$ cat src/rtl/handshake_arbiter_if.sv
// handshake_arbiter_if: two requester send/ack channels plus the shared
// peripheral channel and the owner indication.
interface handshake_arbiter_if #(
   parameter int DATA_W = 16
);
   logic              inSend1;
   logic [DATA_W-1:0] inData1;
   logic              outAck1;
   logic              inSend2;
   logic [DATA_W-1:0] inData2;
   logic              outAck2;
   logic              outSend;
   logic [DATA_W-1:0] outData;
   logic              inAck;
   logic [1:0]        outGrant;

   modport master (
      input  inSend1, inData1, inSend2, inData2, inAck,
      output outAck1, outAck2, outSend, outData, outGrant
   );

   modport slave (
      output inSend1, inData1, inSend2, inData2, inAck,
      input  outAck1, outAck2, outSend, outData, outGrant
   );
endinterface

$ cat src/rtl/handshake_arbiter.sv
// handshake_arbiter: round-robin 2:1 arbiter for 4-phase send/ack channels.
// Define ARB_STATS_EN to add per-requester completed-transfer counters.
module handshake_arbiter #(
   parameter int DATA_W = 16
`ifdef ARB_STATS_EN
   ,
   parameter int CNT_W = 16
`endif
) (
   input  logic clkARB,
   input  logic rstARB,
`ifdef ARB_STATS_EN
   output logic [CNT_W-1:0] outCnt1,
   output logic [CNT_W-1:0] outCnt2,
`endif
   handshake_arbiter_if.master bus
);

   typedef enum logic [1:0] {IDLE, REQ, ACK, REL} arbStateT;

   arbStateT          state, stateNxt;
   logic [1:0]        grantQ, grantNxt;
   logic [DATA_W-1:0] dataQ, dataNxt;
   logic              lastQ, lastNxt;
   logic              sendQ, ack1Q, ack2Q;
   logic              sendNxt, ackNxt;
   logic              pick1, pick2, ownSend;

   // lastQ=1 means requester 2 owned the previous transaction
   assign pick1   = bus.inSend1 & (~bus.inSend2 | lastQ);
   assign pick2   = bus.inSend2 & (~bus.inSend1 | ~lastQ);
   assign ownSend = grantQ[0] ? bus.inSend1 : bus.inSend2;

   always_comb begin
      stateNxt = state;
      grantNxt = grantQ;
      dataNxt  = dataQ;
      lastNxt  = lastQ;
      unique case (state)
         IDLE: begin
            unique case (1'b1)
               pick1: begin
                  grantNxt = 2'b01;
                  dataNxt  = bus.inData1;
                  stateNxt = REQ;
               end
               pick2: begin
                  grantNxt = 2'b10;
                  dataNxt  = bus.inData2;
                  stateNxt = REQ;
               end
               default: ;
            endcase
         end
         REQ: if (bus.inAck) stateNxt = ACK;
         ACK: if (!ownSend) stateNxt = REL;
         REL: begin
            if (!bus.inAck) begin
               stateNxt = IDLE;
               grantNxt = 2'b00;
               lastNxt  = grantQ[1];
            end
         end
      endcase
      sendNxt = (stateNxt == REQ) || (stateNxt == ACK);
      ackNxt  = (stateNxt == ACK) || (stateNxt == REL);
   end

   always_ff @(posedge clkARB) begin
      if (rstARB) begin
         state  <= IDLE;
         grantQ <= 2'b00;
         dataQ  <= '0;
         lastQ  <= 1'b1;
         sendQ  <= 1'b0;
         ack1Q  <= 1'b0;
         ack2Q  <= 1'b0;
      end else begin
         state  <= stateNxt;
         grantQ <= grantNxt;
         dataQ  <= dataNxt;
         lastQ  <= lastNxt;
         sendQ  <= sendNxt;
         ack1Q  <= ackNxt & grantNxt[0];
         ack2Q  <= ackNxt & grantNxt[1];
      end
   end

   assign bus.outSend  = sendQ;
   assign bus.outData  = dataQ;
   assign bus.outGrant = grantQ;
   assign bus.outAck1  = ack1Q;
   assign bus.outAck2  = ack2Q;

`ifdef ARB_STATS_EN
   logic done;

   // a transaction completes on the REL->IDLE edge
   assign done = (state == REL) && !bus.inAck;

   always_ff @(posedge clkARB) begin
      if (rstARB) begin
         outCnt1 <= '0;
         outCnt2 <= '0;
      end else if (done) begin
         if (grantQ[0]) outCnt1 <= outCnt1 + CNT_W'(1);
         if (grantQ[1]) outCnt2 <= outCnt2 + CNT_W'(1);
      end
   end
`endif

endmodule

$ cat src/flat_wrapper.sv
// flat-port wrapper written by rule: the top's interface ports become plain ports
module handshake_arbiter_flat 
#(
   parameter int DATA_W = 16

)
  (clkARB, rstARB, bus_inSend1, bus_inData1, bus_inSend2, bus_inData2, bus_inAck, bus_outAck1, bus_outAck2, bus_outSend, bus_outData, bus_outGrant);
  handshake_arbiter_if #(.DATA_W(DATA_W)) bus_i ();
  input  logic clkARB;
  input  logic rstARB;
  input wire logic [$bits(bus_i.inSend1)-1:0] bus_inSend1;
  input wire logic [$bits(bus_i.inData1)-1:0] bus_inData1;
  input wire logic [$bits(bus_i.inSend2)-1:0] bus_inSend2;
  input wire logic [$bits(bus_i.inData2)-1:0] bus_inData2;
  input wire logic [$bits(bus_i.inAck)-1:0] bus_inAck;
  output wire logic [$bits(bus_i.outAck1)-1:0] bus_outAck1;
  output wire logic [$bits(bus_i.outAck2)-1:0] bus_outAck2;
  output wire logic [$bits(bus_i.outSend)-1:0] bus_outSend;
  output wire logic [$bits(bus_i.outData)-1:0] bus_outData;
  output wire logic [$bits(bus_i.outGrant)-1:0] bus_outGrant;
  assign bus_i.inSend1 = bus_inSend1;
  assign bus_i.inData1 = bus_inData1;
  assign bus_i.inSend2 = bus_inSend2;
  assign bus_i.inData2 = bus_inData2;
  assign bus_i.inAck = bus_inAck;
  assign bus_outAck1 = bus_i.outAck1;
  assign bus_outAck2 = bus_i.outAck2;
  assign bus_outSend = bus_i.outSend;
  assign bus_outData = bus_i.outData;
  assign bus_outGrant = bus_i.outGrant;
  handshake_arbiter #(.DATA_W(DATA_W)) u_core (.clkARB(clkARB), .rstARB(rstARB), .bus(bus_i));
endmodule
$ cat config.mk
export PLATFORM = sky130hd
export DESIGN_NAME = handshake_arbiter_flat
export DESIGN_NICKNAME = d
export VERILOG_FILES = /design/src/rtl/handshake_arbiter_if.sv /design/src/rtl/handshake_arbiter.sv /design/src/flat_wrapper.sv
export SDC_FILE = /design/constraint.sdc
export NUM_CORES = 1
export LEC_CHECK = 0
export ABC_CLOCK_PERIOD_IN_PS = 2900
export CAP_MARGIN = 30
export CORE_MARGIN = 5
export CORE_UTILIZATION = 42
export DETAILED_ROUTE_END_ITERATION = 10
export HOLD_SLACK_MARGIN = 0.06
export PLACE_DENSITY = 0.92
export SLEW_MARGIN = 10
export SYNTH_ARGS = -nofsm -noshare
export SYNTH_HDL_FRONTEND = slang
export SYNTH_SLANG_ARGS = --single-unit
$ cat constraint.sdc
create_clock -name clkARB -period 2.9 [get_ports clkARB]
set_clock_uncertainty 0.2 [all_clocks]
set_input_delay 0.29 -clock clkARB [delete_from_list [all_inputs] [get_ports clkARB]]
set_output_delay 0.29 -clock clkARB [all_outputs]
set_load 0.1 [all_outputs]
### Yosys cells after proc, flatten, opt, wreduce, memory -nomap -nowiden

Index checks and enable logic that the tools add are counted.

* eq/ne operators: 6
* muxes and demuxes: 10
* bitwise gates (word level): 10
* reduce and logical (&&, ||, !) cells: 7

Operators by type and width (count)
* one-hot mux 16 bit (2 select lines): 1
* two-way mux 2 bit: 5
* equality test 2 bit (second input constant): 4
* one-hot mux 2 bit (2 select lines): 2
* one-hot mux 2 bit (4 select lines): 1
* AND 1 bit: 4
* equality test 2 x 1 -> 1 bit (second input constant): 2
* NOT 1 bit: 4
* AND reduction 2 bit: 2
* zero test 2 bit: 1
* logical OR 1 bit: 2
* bitwise OR 1 bit: 2
* nonzero test 2 bit: 1
* OR reduction 2 bit: 1
* two-way mux 1 bit: 1

* flip-flop bits (word level): 24
* bits of input ports: 37
* output and inout port bits: 21
* word-level logic and storage cells: 40

### Longest topological paths before layout

* word-level depth: 9
* gate-level depth with buffers: 6
* gate-level depth less buffers: 6

### Least setup slack after synthesis

OpenSTA, ideal clock, no wires.

* path kind: register to register
* from: register u_core.grantQ[0], in the netlist u_core.bus.outGrant[0]
* to: register u_core.sendQ, in the netlist u_core.bus.outSend
* library setup time: 0.078 ns
* arrival: 1.778 ns
* data required time: 2.622 ns
* path slack: 0.844 ns
* stages on the path, launching flop included: 5
* path buffers: 0
* clock period less this slack: 2.056 ns
* cell sequence: dfxtp_1 -> mux2i_1 -> a211oi_1 -> o31a_1 -> nor3_1

* longest elaborated chain between the ends: 5
* elaborated cells on any way between the ends: 6
* classes of those cells: 2 x eq/ne; 3 x mux; 1 x reduce/logical

RTL lines
* from (decl): RTL line handshake_arbiter.sv:22 `logic [1:0] grantQ, grantNxt;`
* from (signal assigned): RTL line handshake_arbiter.sv:80 `grantQ <= grantNxt;`
* two-way mux 1 bit *: RTL line handshake_arbiter.sv:32 `assign ownSend = grantQ[0] ? bus.inSend1 : bus.inSend2;`
* two-way mux 2 bit *: RTL line handshake_arbiter.sv:56 `ACK: if (!ownSend) stateNxt = REL;`
* one-hot mux 2 bit (4 select lines) *: RTL line handshake_arbiter.sv:39 `unique case (state)`
* equality test 2 x 1 -> 1 bit or equality test 2 bit (tied branches): RTL line handshake_arbiter.sv:65 `sendNxt = (stateNxt == REQ) || (stateNxt == ACK);`
* logical OR 1 bit *: RTL line handshake_arbiter.sv:65
* to (signal assigned): RTL line handshake_arbiter.sv:83 `sendQ <= sendNxt;`
* to (decl): RTL line handshake_arbiter.sv:25 `logic sendQ, ack1Q, ack2Q;`

Every way passes the cells marked *; elsewhere a longest branch is shown, timed or not.
A chain may end at the register's enable or synchronous reset.

### Worst setup path in the final report

* from: register u_core.state[0]
* to: register u_core.sendQ, in the netlist u_core.bus.outSend

* longest elaborated chain between the ends: 4
* elaborated cells on any way between the ends: 12
* classes of those cells: 5 x eq/ne; 5 x mux; 2 x reduce/logical

RTL lines
* from (decl): RTL line handshake_arbiter.sv:21 `arbStateT state, stateNxt;`
* from (signal assigned): RTL line handshake_arbiter.sv:79 `state <= stateNxt;`
* equality test 2 bit, or another cell as far along: RTL line handshake_arbiter.sv:39
* one-hot mux 2 bit (4 select lines) *: RTL line handshake_arbiter.sv:39
* equality test 2 x 1 -> 1 bit or equality test 2 bit (tied branches): RTL line handshake_arbiter.sv:65
* logical OR 1 bit *: RTL line handshake_arbiter.sv:65

Marks and branches as above.

==> summary.md <==
| Metric | Value |
|---|---|
| Critical-path maximum fanout | `6` |
| Combinational power share | `0.650` |
| Pint | `773.4 uW` |
| Worst setup SP type | `register` |
| CP endpoint kind | `register` |
| Critical path arrival | `1.99 ns` |
| Worst Hold Depth | `2` |
| GRT Util Overall | `0.1441` |
| Sequential Power Share | `0.274` |
| Hold Crit Class | `reg2reg` |
| Number of global-route vias before repair | `1093` |
| Synth cell types | `29` |
| Max Buffers Root-to-Sink | `2` |
| Switching share of power | `0.5787` |
| Hold_ws | `0.3111 ns` |
| Initial antenna violation count | `0` |
| P per Cell Area | `1088 nW/um^2` |
| Max Freq | `0.4982 GHz` |
| Max-cap violations | `0` |
| Layout cells sized above 1 | `0.1628` |
| HPWL Detailed | `2299 um` |
| Fin Setup TNS | `0 ns` |
| DRT iter0 DRCs | `15` |
| Clock latency on the worst-skew pair | `0.30 ns` |
| Critical path class | `reg2reg` |
| Die ar. | `3888 um^2` |
| Fin. Hold Viols | `0` |
| Most common cell after layout, fill and taps aside | `clkdlybuf4s50_1` |
| GR Overflow Total | `0` |
| DRC errors left | `0` |
| Worst Tran Pin Value | `0.6751 ns` |
| Mux contribution to synthesized area | `0.1565` |
| Fin crit share | `0.6922` |
| Data required, critical path | `2.88 ns` |
| Psw | `1062 uW` |
| Crit-path slowest cell | `a2111oi_1` |
| Status | `complete, no violations` |
| Initial Utilization | `0.4285` |
| Commonest non-fill, non-tap cells in the layout | `clkdlybuf4s50_1 (36), dfxtp_1 (24), buf_4 (22)` |
| Via/cell ratio | `5.281` |
| Slew margin rel. | `0.5489` |
| Critical path, cell by cell | `inv_1 -> ha_1 -> a2111oi_1 -> o31a_1 -> nor3_1` |
| # Post-CTS Setup Buffers | `0` |
| Area Overhead vs Synth | `46.63%` |
| Port bufs | `57` |
| Synthesized area per cell | `9.755 um^2` |
| Post-Synth Adder-Cell Area | `0.04348` |
| Layout Nets | `215` |
| Routability cong. | `0.8764` |
| CTS tree | `built` |
| DRT Pass-1 Iters | `4` |
| Synthesized Nets | `159` |
| Root Driver | `clkbuf_4` |
| Ys Warns | `0` |
| Detail Route Antenna Nets | `0` |
| IO Pins | `58` |
| Post-synthesis simple-gate area fraction | `0.1272` |
| Post-synthesis xor/xnor area fraction | `0` |
| Clock network power share | `0.075` |
| Total power | `1836 uW` |
| Final Util | `0.6283` |
| H-Tree Depth | `1` |
| Post-synthesis register bit count | `24` |
| Post_cts resized | `0` |
| Sequential fraction of the synthesis area | `0.4174` |
| First-pass GRT wire length | `4698 um` |
| Vias after detailed routing | `1072` |
| RSZ-0062 raised after global routing | `no` |
| Largest net degree at the start of global routing | `33` |
| Routed WL | `2805 um` |
| Worst r2r path cells | `5` |
| Peak supply drop | `1.149 mV` |
| CTS Buf Count | `3` |
| Slew Viols, Final | `0` |
| Final setup fails | `0` |
| Complex-gate fraction of the synthesized area | `0.1989` |
| Total clock sinks | `24` |
| Main combinational cell family by area after synthesis | `compound AO/OA/AOI/OAI gates` |
| Core ar. | `2686 um^2` |
| Post-CTS Hold Buffers | `0` |
| Die height | `62.35 um` |
| Post-route minimum period | `2.007 ns` |
| WL/cell | `13.82 um` |
| Area of the mapped netlist | `1151 um^2` |
| Mapped Cells | `118` |
| Die X | `62.35 um` |
| Leakage power | `0.0006916 uW` |
| CP max stage delay | `0.60 ns` |
| N_diodes | `0` |
| Clk slew on worst S/H paths | `0.12 ns` |
| Row count | `19` |
metrics by stage:
| stage | instances | cell area [um^2] | setup WS (ns) |
|---|---|---|---|
| 6_report | 203 | 1688 | 0.8927 |
| 5_1_grt | 203 | 1688 | 0.7514 |
| 4_1_cts | 203 | 1688 | 0.9099 |
| 3_5_place_dp | 200 | 1665 | 0.6348 |
| 3_3_place_gp | 200 | 1665 | 0.7385 |
| 2_1_floorplan | 118 | 1151 | 0.8438 |
state kept, by name (all words and copies together) (netlist names):
| signal | count |
|---|---|
| u_core.bus.outGrant | 2 |
| u_core.bus.outSend | 1 |
| u_core.state | 2 |
| u_core.bus.outAck2 | 1 |
| u_core.lastQ | 1 |
| u_core.bus.outData | 16 |
| u_core.bus.outAck1 | 1 |
layout make-up:
class / count / area (um^2)
tap: 31 / 38.79
clock buffer: 3 / 22.52
multi-input combinational: 83 / 605.6
inverter: 4 / 15.01
fill: 226 / 998.5
timing repair buffer: 58 / 525.5
sequential: 24 / 480.5
critical path: cells and delay by family (launching register included):
family	cells	cell delay [ns]
fa+ha+maj	1	0.27
buf+inv	1	0.10
simple gates	1	0.05
flops	1	0.46
compound gates	2	0.81
cell usage after synthesis:
library cell | n | area (um^2)
inv_2 | 1 | 3.750
nor4_1 | 2 | 12.51
o21ai_0 | 1 | 5.000
buf_6 | 1 | 11.26
a32o_1 | 1 | 10.01
o31a_1 | 1 | 8.760
nor3_1 | 1 | 5.000
a21oi_1 | 3 | 15.01
nor2b_1 | 1 | 6.260
nor4b_1 | 1 | 8.760
nor2_1 | 18 | 67.56
nor3b_1 | 1 | 7.510
inv_1 | 3 | 11.26
mux2i_1 | 18 | 180.2
clkbuf_1 | 5 | 18.77
buf_12 | 1 | 20.02
o21bai_1 | 2 | 15.01
a2111oi_1 | 1 | 10.01
nand2b_1 | 2 | 12.51
a21oi_4 | 1 | 16.27
a211oi_1 | 17 | 127.6
ha_1 | 4 | 50.05
o21a_2 | 1 | 8.760
dfxtp_1 | 24 | 480.5
nand2_1 | 2 | 7.510
o21ai_1 | 1 | 5.000
a21boi_1 | 1 | 7.510
or2_0 | 1 | 6.260
and2_1 | 2 | 12.51
per-layer routing:
| metal | part of all wire | GRT usage |
|---|---|---|
| met1 | 0.42 | 0.1696 |
| met2 | 0.46 | 0.2422 |
| met3 | 0.11 | 0.05045 |
| met4 | 0.013 | 0.04775 |
| met5 | 0 | 0 |
power groups by stage:
stage | clock, uW | sequential [uW] | combinational, uW
CTS | 144 | 504 | 1200
global route | 161 | 517 | 1250
floorplan | 0 | 1160 | 287
detailed placement | 0 | 509 | 1200
global placement | 0 | 504 | 1180
finish | 138 | 504 | 1190
cell families after synthesis:
family / after synthesis
AO/OA/AOI/OAI: 30
flip-flops: 24
AND/OR/NAND/NOR: 31
buffers and inverters: 11
adder cells (fa/ha/maj): 4
multiplexers: 18
path summary, 6_finish.rpt:
kind | startpoint | endpoint | slack [ns]
max | u_core.state[0] | u_core.bus.outSend | 0.89
max reg2reg | u_core.state[0] | u_core.bus.outSend | 0.89
min reg2reg | u_core.bus.outData[7] | u_core.bus.outData[7] | 0.31
min | u_core.bus.outData[7] | u_core.bus.outData[7] | 0.31
(Power assumes the default switching activity.)
